**src/rtl/legv8_regfile_param.sv**
```systemverilog
// legv8_regfile_param: LEGv8 register file, 2 sync read ports, 1 write port, XZR, optional bypass, clear sweep.
module legv8_regfile_param #(
    parameter int DATA_W   = 64,
    parameter int ADDR_W   = 5,
    parameter int ZERO_REG = 31,
    parameter int BYPASS   = 1
) (
    input  logic              clk,
    input  logic              rst_n,
    input  logic              rd_en,
    input  logic [ADDR_W-1:0] rd_addr_1,
    input  logic [ADDR_W-1:0] rd_addr_2,
    output logic [DATA_W-1:0] rd_data_1,
    output logic [DATA_W-1:0] rd_data_2,
    input  logic              wr_en,
    input  logic [ADDR_W-1:0] wr_addr,
    input  logic [DATA_W-1:0] wr_data,
    input  logic              clr_req,
    output logic              busy
);
    localparam int DEPTH = 2 ** ADDR_W;
    localparam logic [ADDR_W-1:0] ZR = ADDR_W'(ZERO_REG);
    typedef enum logic {IDLE, CLEAR} state_t;
    state_t state, state_nx;
    logic [ADDR_W-1:0] clr_idx, clr_idx_nx;
    logic [DATA_W-1:0] mem [DEPTH];
    logic wr_ok;
    logic [DATA_W-1:0] rd_nx_1, rd_nx_2;
    assign busy  = state == CLEAR;
    assign wr_ok = wr_en && !busy && wr_addr != ZR;
    always_comb begin
        state_nx   = state;
        clr_idx_nx = clr_idx;
        if (state == CLEAR) begin
            clr_idx_nx = clr_idx + 1'b1;
            state_nx   = &clr_idx ? IDLE : CLEAR;
        end else if (clr_req) begin
            state_nx   = CLEAR;
            clr_idx_nx = '0;
        end
    end
    always_ff @(posedge clk or negedge rst_n) begin
        if (!rst_n) begin
            state   <= CLEAR;
            clr_idx <= '0;
        end else begin
            state   <= state_nx;
            clr_idx <= clr_idx_nx;
        end
    end
    // XZR wins over bypass, bypass wins over the stored value
    assign rd_nx_1 = rd_addr_1 == ZR ? '0 :
                     (BYPASS != 0 && wr_ok && wr_addr == rd_addr_1) ? wr_data : mem[rd_addr_1];
    assign rd_nx_2 = rd_addr_2 == ZR ? '0 :
                     (BYPASS != 0 && wr_ok && wr_addr == rd_addr_2) ? wr_data : mem[rd_addr_2];
    always_ff @(posedge clk or negedge rst_n) begin
        if (!rst_n) begin
            rd_data_1 <= '0;
            rd_data_2 <= '0;
        end else if (busy) begin
            rd_data_1 <= '0;
            rd_data_2 <= '0;
        end else if (rd_en) begin
            rd_data_1 <= rd_nx_1;
            rd_data_2 <= rd_nx_2;
        end
    end
    always_ff @(posedge clk) begin
        if (busy)
            mem[clr_idx] <= '0;
        else if (wr_ok)
            mem[wr_addr] <= wr_data;
    end
endmodule

```
**config.mk**
```make
export PLATFORM = sky130hd
export DESIGN_NAME = legv8_regfile_param
export DESIGN_NICKNAME = d
export VERILOG_FILES = /design/src/rtl/legv8_regfile_param.sv
export SDC_FILE = /design/constraint.sdc
export NUM_CORES = 2
export LEC_CHECK = 0
export CAP_MARGIN = 20
export CELL_PAD_IN_SITES_DETAIL_PLACEMENT = 0
export CELL_PAD_IN_SITES_GLOBAL_PLACEMENT = 2
export CORE_UTILIZATION = 45
export DETAILED_ROUTE_END_ITERATION = 6
export GPL_TIMING_DRIVEN = 0
export PLACE_DENSITY_LB_ADDON = 0.1
export RECOVER_POWER = 50
export SLEW_MARGIN = 20
export SYNTH_ARGS = -nofsm -noshare
export SYNTH_HDL_FRONTEND = slang
export SYNTH_SLANG_ARGS = --single-unit
```
**constraint.sdc**
```tcl
create_clock -name clk -period 4.4 [get_ports clk]
set_input_delay 0.44 -clock clk [delete_from_list [all_inputs] [get_ports clk]]
set_output_delay 0.44 -clock clk [all_outputs]
set_load 0.005 [all_outputs]
```
# Word level (Yosys, flattened, before mapping)
# Memory sizes are Yosys's and may differ from the RTL's.
# Index checks and enable logic that the tools add are counted.
[word_totals] regBits=134 mem_bits_rw=2048 in_bits=84 word_cells=41 mem_count=1
[classes] add_sub_neg=1 eq_ne=5 mux=21 n_reduce_logical=9
[memory_table] memory="mem" words=32 word_bits=64 read_ports=2 rd_clocked_by_memory_dff=0 write_ports=1 line="26" source="logic [DATA_W-1:0] mem [DEPTH];"
[ops] operator="$mux W64" n=9
[ops] operator="$reduce_or A64 Y1" n=1
[ops] operator="$mux W5" n=3
[ops] operator="$eq A5 B5 Y1" n=2
[ops] operator="$eq A5 B5 Y1 const B" n=2
[ops] operator="$mux W1" n=9
[ops] operator="$add A5 B1 Y5 const B" n=1
[ops] operator="$ne A5 B5 Y1 const B" n=1
[ops] operator="$reduce_and A5 Y1" n=1
[ops] operator="$logic_and A1 B1 Y1" n=4
[ops] operator="$reduce_bool A2 Y1" n=2
[ops] operator="$logic_not A1 Y1" n=1

# Logic depth before layout (Yosys ltp)
[depth] depth_word=8 mapped_depth=9

# Worst setup path after synthesis
# Ideal clock, no wire load.
[synth_timing] path_kind="register to register" start="register state, in the netlist busy" end="memory mem[19][0] (enable)" arrival_time_ps=4207 slack_ps=-293 stages_incl_launch_ff=6 synth_period_minus_slack_ps=4693 cell_sequence="dfstp_2 > nand2b_1 > a41o_1 > mux2i_1 > nand3_1 > nor2_1"
[synth_via] elab_chain_len=8
[synth_lines] item="from (decl)" line="24" source="state_t state, state_nx;"
[synth_lines] item="from (signal assigned)" line="47" source="state <= state_nx;"
[synth_lines] item="$logic_not A1 Y1" line="30" source="assign wr_ok = wr_en && !busy && wr_addr != ZR;"
[synth_lines] item="$logic_and A1 B1 Y1 (2 in series)" line="30"
[synth_lines] item="$mux W1" line="71" source="else if (wr_ok)"
[synth_lines] item="$mux W1" line="69" source="if (busy)"
[synth_lines] item="$mux W1 (implied by the code)" line="72" source="mem[wr_addr] <= wr_data;"
[synth_lines] item="$reduce_or A64 Y1 (no line)"
[synth_lines] item="$mux W5 (no line) or $mux W1 (tied branches)"
[synth_lines] item="to (decl)" line="26"
# Several ways; a longest one is shown, not always the timed one.

# Worst setup path in the final report
[layout_timing] start="input port rd_addr_2[3]" end="register rd_data_2[62]"
[layout_via] elab_chain_len=6
[layout_lines] item="from (decl)" line="12" source="input logic [ADDR_W-1:0] rd_addr_2,"
[layout_lines] item="parallel branches: the longest is 3 deep, another holds $mem_v2 Z32 W64"
[layout_lines] item="$mux W64 *" line="54" source="assign rd_nx_2 = rd_addr_2 == ZR ? '0 :"
[layout_lines] item="$mux W64 *" line="63" source="end else if (rd_en) begin"
[layout_lines] item="$mux W64 *" line="60" source="end else if (busy) begin"
[layout_lines] item="to (signal assigned)" line="65" source="rd_data_2 <= rd_nx_2;"
[layout_lines] item="to (decl)" line="14" source="output logic [DATA_W-1:0] rd_data_2,"
# Every way passes the cells marked *. The select of a mux whose other input is x is not followed.
# A chain may end at the register's enable or synchronous reset.

==> metrics <==
global-route wire length before repair 470000 um; PD cells 476 nW/um2; clk_lat worst skew 900 ps; Mean Syn Cell Area 20.6 um2; Clock Sinks 2182; critical path class in2reg; Max-Cap Viols 29; Yosys warnings 0; setup slack, reg-to-reg 20 ps; crit path from rd_addr_2[3]; TNS Setup -98.3 ps; FP Rows 171; Std-Cell Core Area 217000 um2; leak pwr 0.0379 uW; worst-path cell chain dlygate4sd3_1, clkbuf_1, nand3b_1, clkbuf_2, clkbuf_1, o22ai_1, or4_1, o21ai_0; Fill cells 17200; number of global-route vias before repair 57400; die footprint 220000 um2; Total GRT Usage 31.4%; Crit Path Max Fanout 10; Primary FF master, synth edfxtp_1; CTS buffer count 231; Final Hold Viols 0; Int Pwr 39700 uW; clock skew 39.1 ps; Buf/Inv on CP 4; Worst setup SP type input pin; Syn Inst Count 4775; DR vias 58000; combinational cell fraction of total power 16.0%; gr ovfl total 0; layout cell share with drive strength beyond 1 31.3%; endpoint type of the worst setup path register; antenna-violating nets left 0; hold_ws 216 ps; Final Instance Count excl. Fillers 8484; Critical Path AT 5220 ps; dpl cells 7999; Post-synth EDFFs 2048; number of top-level pins 213; reg2reg end mem[20][38]$_DFFE_PP_; Worst Path Required 5190 ps; Clock power frac 36.2%; nets@finish 5475; Mapped Area 98100 um2; Setup Buffers After CTS 0; crit-path max cell delay 890 ps; Post-Syn Nets 4861; register area share after synthesis 66.1%; Yosys reg bits 2182; max frequency 226 MHz; Post-CTS Hold Fix Bufs 2; failing checks DRC, capacitance limit, slew limit, setup timing; Crit. path cell count 8; min-delay worst type in2reg; Layout area overhead 16.4%; cell mode on critical path clkbuf_1; fin crit share 101%; Net Sw Frac 26.9%; Clock Tree Buf Depth 3; TritonCTS clock tree done; Final Power 54400 uW; # setup viols final 5; worst vdd ir 0.528 mV; drt first pass iters 7; Unique masters post-synth 56; R2R depth 8; actual slew at the worst max-slew pin 3520 ps; clk slew on worst S/H paths 60 ps; critical-path cell with the highest stage delay clkbuf_1; Sequential Power Share 47.8%; initial DRC count 7349; WL/cell 40.5 um; hpwl dp 246000 um; status finished with violations; Placer Congestion 0.814; WL final 344000 um; Tmin final 4430 ps; initial antenna violation count 34; asr flop ratio synth 6.14%; RSZ-0062 raised after global routing false; Worst R2R Start busy$_DFF_PN1_; max_slew headroom -135%; IO buf count 203; post-CTS sizing 0; Starting Density 45.2%; Die Ht 469 um; vias per cell 6.84; CTS HTree Levels 4; CP delay by family, top buffers and inverters; Die Wd 469 um; # DRC 16; Slew Viols, Final 550; largest net degree at the start of global routing 69; crit path capture rd_data_2[62]$_DFFE_PN0P_; worst setup margin -31.4 ps; root buf cell clkbuf_16; Psw 14600 uW
[cell usage after synthesis (47+ instances only)]
| master | instances | area [um2] |
|---|---|---|
| buf_4 | 47 | 353 |
| o21ai_0 | 58 | 290 |
| o22a_1 | 66 | 578 |
| nor2b_1 | 131 | 820 |
| edfxtp_1 | 2048 | 61500 |
| a22oi_1 | 62 | 465 |
| clkbuf_1 | 166 | 623 |
| mux4_2 | 1026 | 23100 |
| o221ai_1 | 64 | 561 |
| or4_1 | 58 | 435 |
| and2_1 | 65 | 407 |
| buf_2 | 120 | 601 |
| a211oi_1 | 130 | 976 |
| a221o_1 | 66 | 661 |
| o22ai_1 | 240 | 1500 |
| nor4_1 | 64 | 400 |
| dfrtp_1 | 133 | 3330 |
[layout by cell type, fill, tap and decap left out, types with 16 or more instances in the layout]
cell / Yosys / final
a211oi_1: 130 / 130
buf_2: 120 / 117
o22a_1: 66 / 66
clkbuf_2: 0 / 41
nor2b_1: 131 / 131
nand3_1: 17 / 16
edfxtp_1: 2048 / 2048
a22oi_1: 62 / 62
diode_2: 0 / 35
buf_16: 0 / 50
dlygate4sd3_1: 0 / 132
nor2_1: 39 / 27
a221o_1: 66 / 66
buf_4: 47 / 47
dfrtp_1: 133 / 133
clkbuf_1: 166 / 269
o22ai_1: 240 / 240
clkdlybuf4s50_1: 0 / 72
mux4_2: 1026 / 1026
buf_6: 37 / 42
nor4_1: 64 / 64
buf_1: 37 / 25
o21ai_0: 58 / 63
bufinv_16: 0 / 21
clkbuf_16: 0 / 232
buf_12: 0 / 44
clkinv_1: 0 / 40
and2_1: 65 / 35
or4_1: 58 / 58
clkinv_2: 0 / 43
o221ai_1: 64 / 64
[final cells by class]
cell class / instances / area, um2 / share of cell area, %
inverters: 3 / 11.3 / 0.00986
multi-input cells: 2183 / 31200 / 27.4
clock inverters: 126 / 1260 / 1.10
well taps: 2854 / 3570 / 3.13
clock buffers: 313 / 6260 / 5.48
diodes: 35 / 87.6 / 0.0767
plain buffers: 407 / 2150 / 1.88
flip-flops and latches: 2182 / 64900 / 56.8
repair buffers: 381 / 4790 / 4.20
[logic make-up after synthesis]
logic type               Yosys count  synth area share (%)
AO/OA/AOI/OAI                    711                  5.31
XOR/XNOR                          12                 0.107
adder cells (fa/ha/maj)            2                0.0255
buffers and inverters            410                  2.18
flip-flops                      2182                  66.1
multiplexers                    1035                  23.6
AND/OR/NAND/NOR                  423                  2.65
[flip-flops by register name (all words and copies together), names as in the netlist]
signal,flops
clr_idx,5
mem,2048
rd_data_2,64
busy,1
rd_data_1,64
[power groups by stage]
stage / registers [uW] / clock network (uW) / logic (uW)
CTS: 25900 / 19800 / 9320
floorplan: 26300 / 0 / 4390
global placement: 27000 / 0 / 7700
detailed placement: 26400 / 0 / 9290
finish: 26000 / 19700 / 8720
global route: 26200 / 20500 / 8980
[per-layer routing]
layer  global-route usage, %  vias up  wire [um]
li1                        -    22500          -
met1                    44.1    31600     136000
met2                    48.4     3277     161000
met3                    6.81      559      33000
met4                    12.2       12      13100
met5                       0        -         89
[through the flow]
stage	utilization, %	instance area, um2	worst slack, ps
after floorplan	-	98100	-293
after global placement	47.8	104000	-7310
after detailed placement	49.7	108000	-685
after CTS	53.2	115000	195
after global routing	52.6	114000	35.4
final	52.7	114000	-31.4
[how the worst min path moves through the flow]
stage	from	to	slack, ps	depth (start not counted)
2_1_floorplan	rst_n	clr_idx[0]$_DFFE_PN0P_	140	0
3_3_place_gp	rd_data_2[56]$_DFFE_PN0P_	rd_data_2[56]$_DFFE_PN0P_	490	2
3_5_place_dp	rst_n	rd_data_1[53]$_DFFE_PN0P_	260	1
6_report	wr_data[19]	rd_data_1[19]$_DFFE_PN0P_	220	2
4_1_cts	rst_n	rd_data_2[55]$_DFFE_PN0P_	100	3
5_1_grt	wr_data[15]	rd_data_1[15]$_DFFE_PN0P_	200	2
Note: power is estimated with default switching activity, not from simulation.
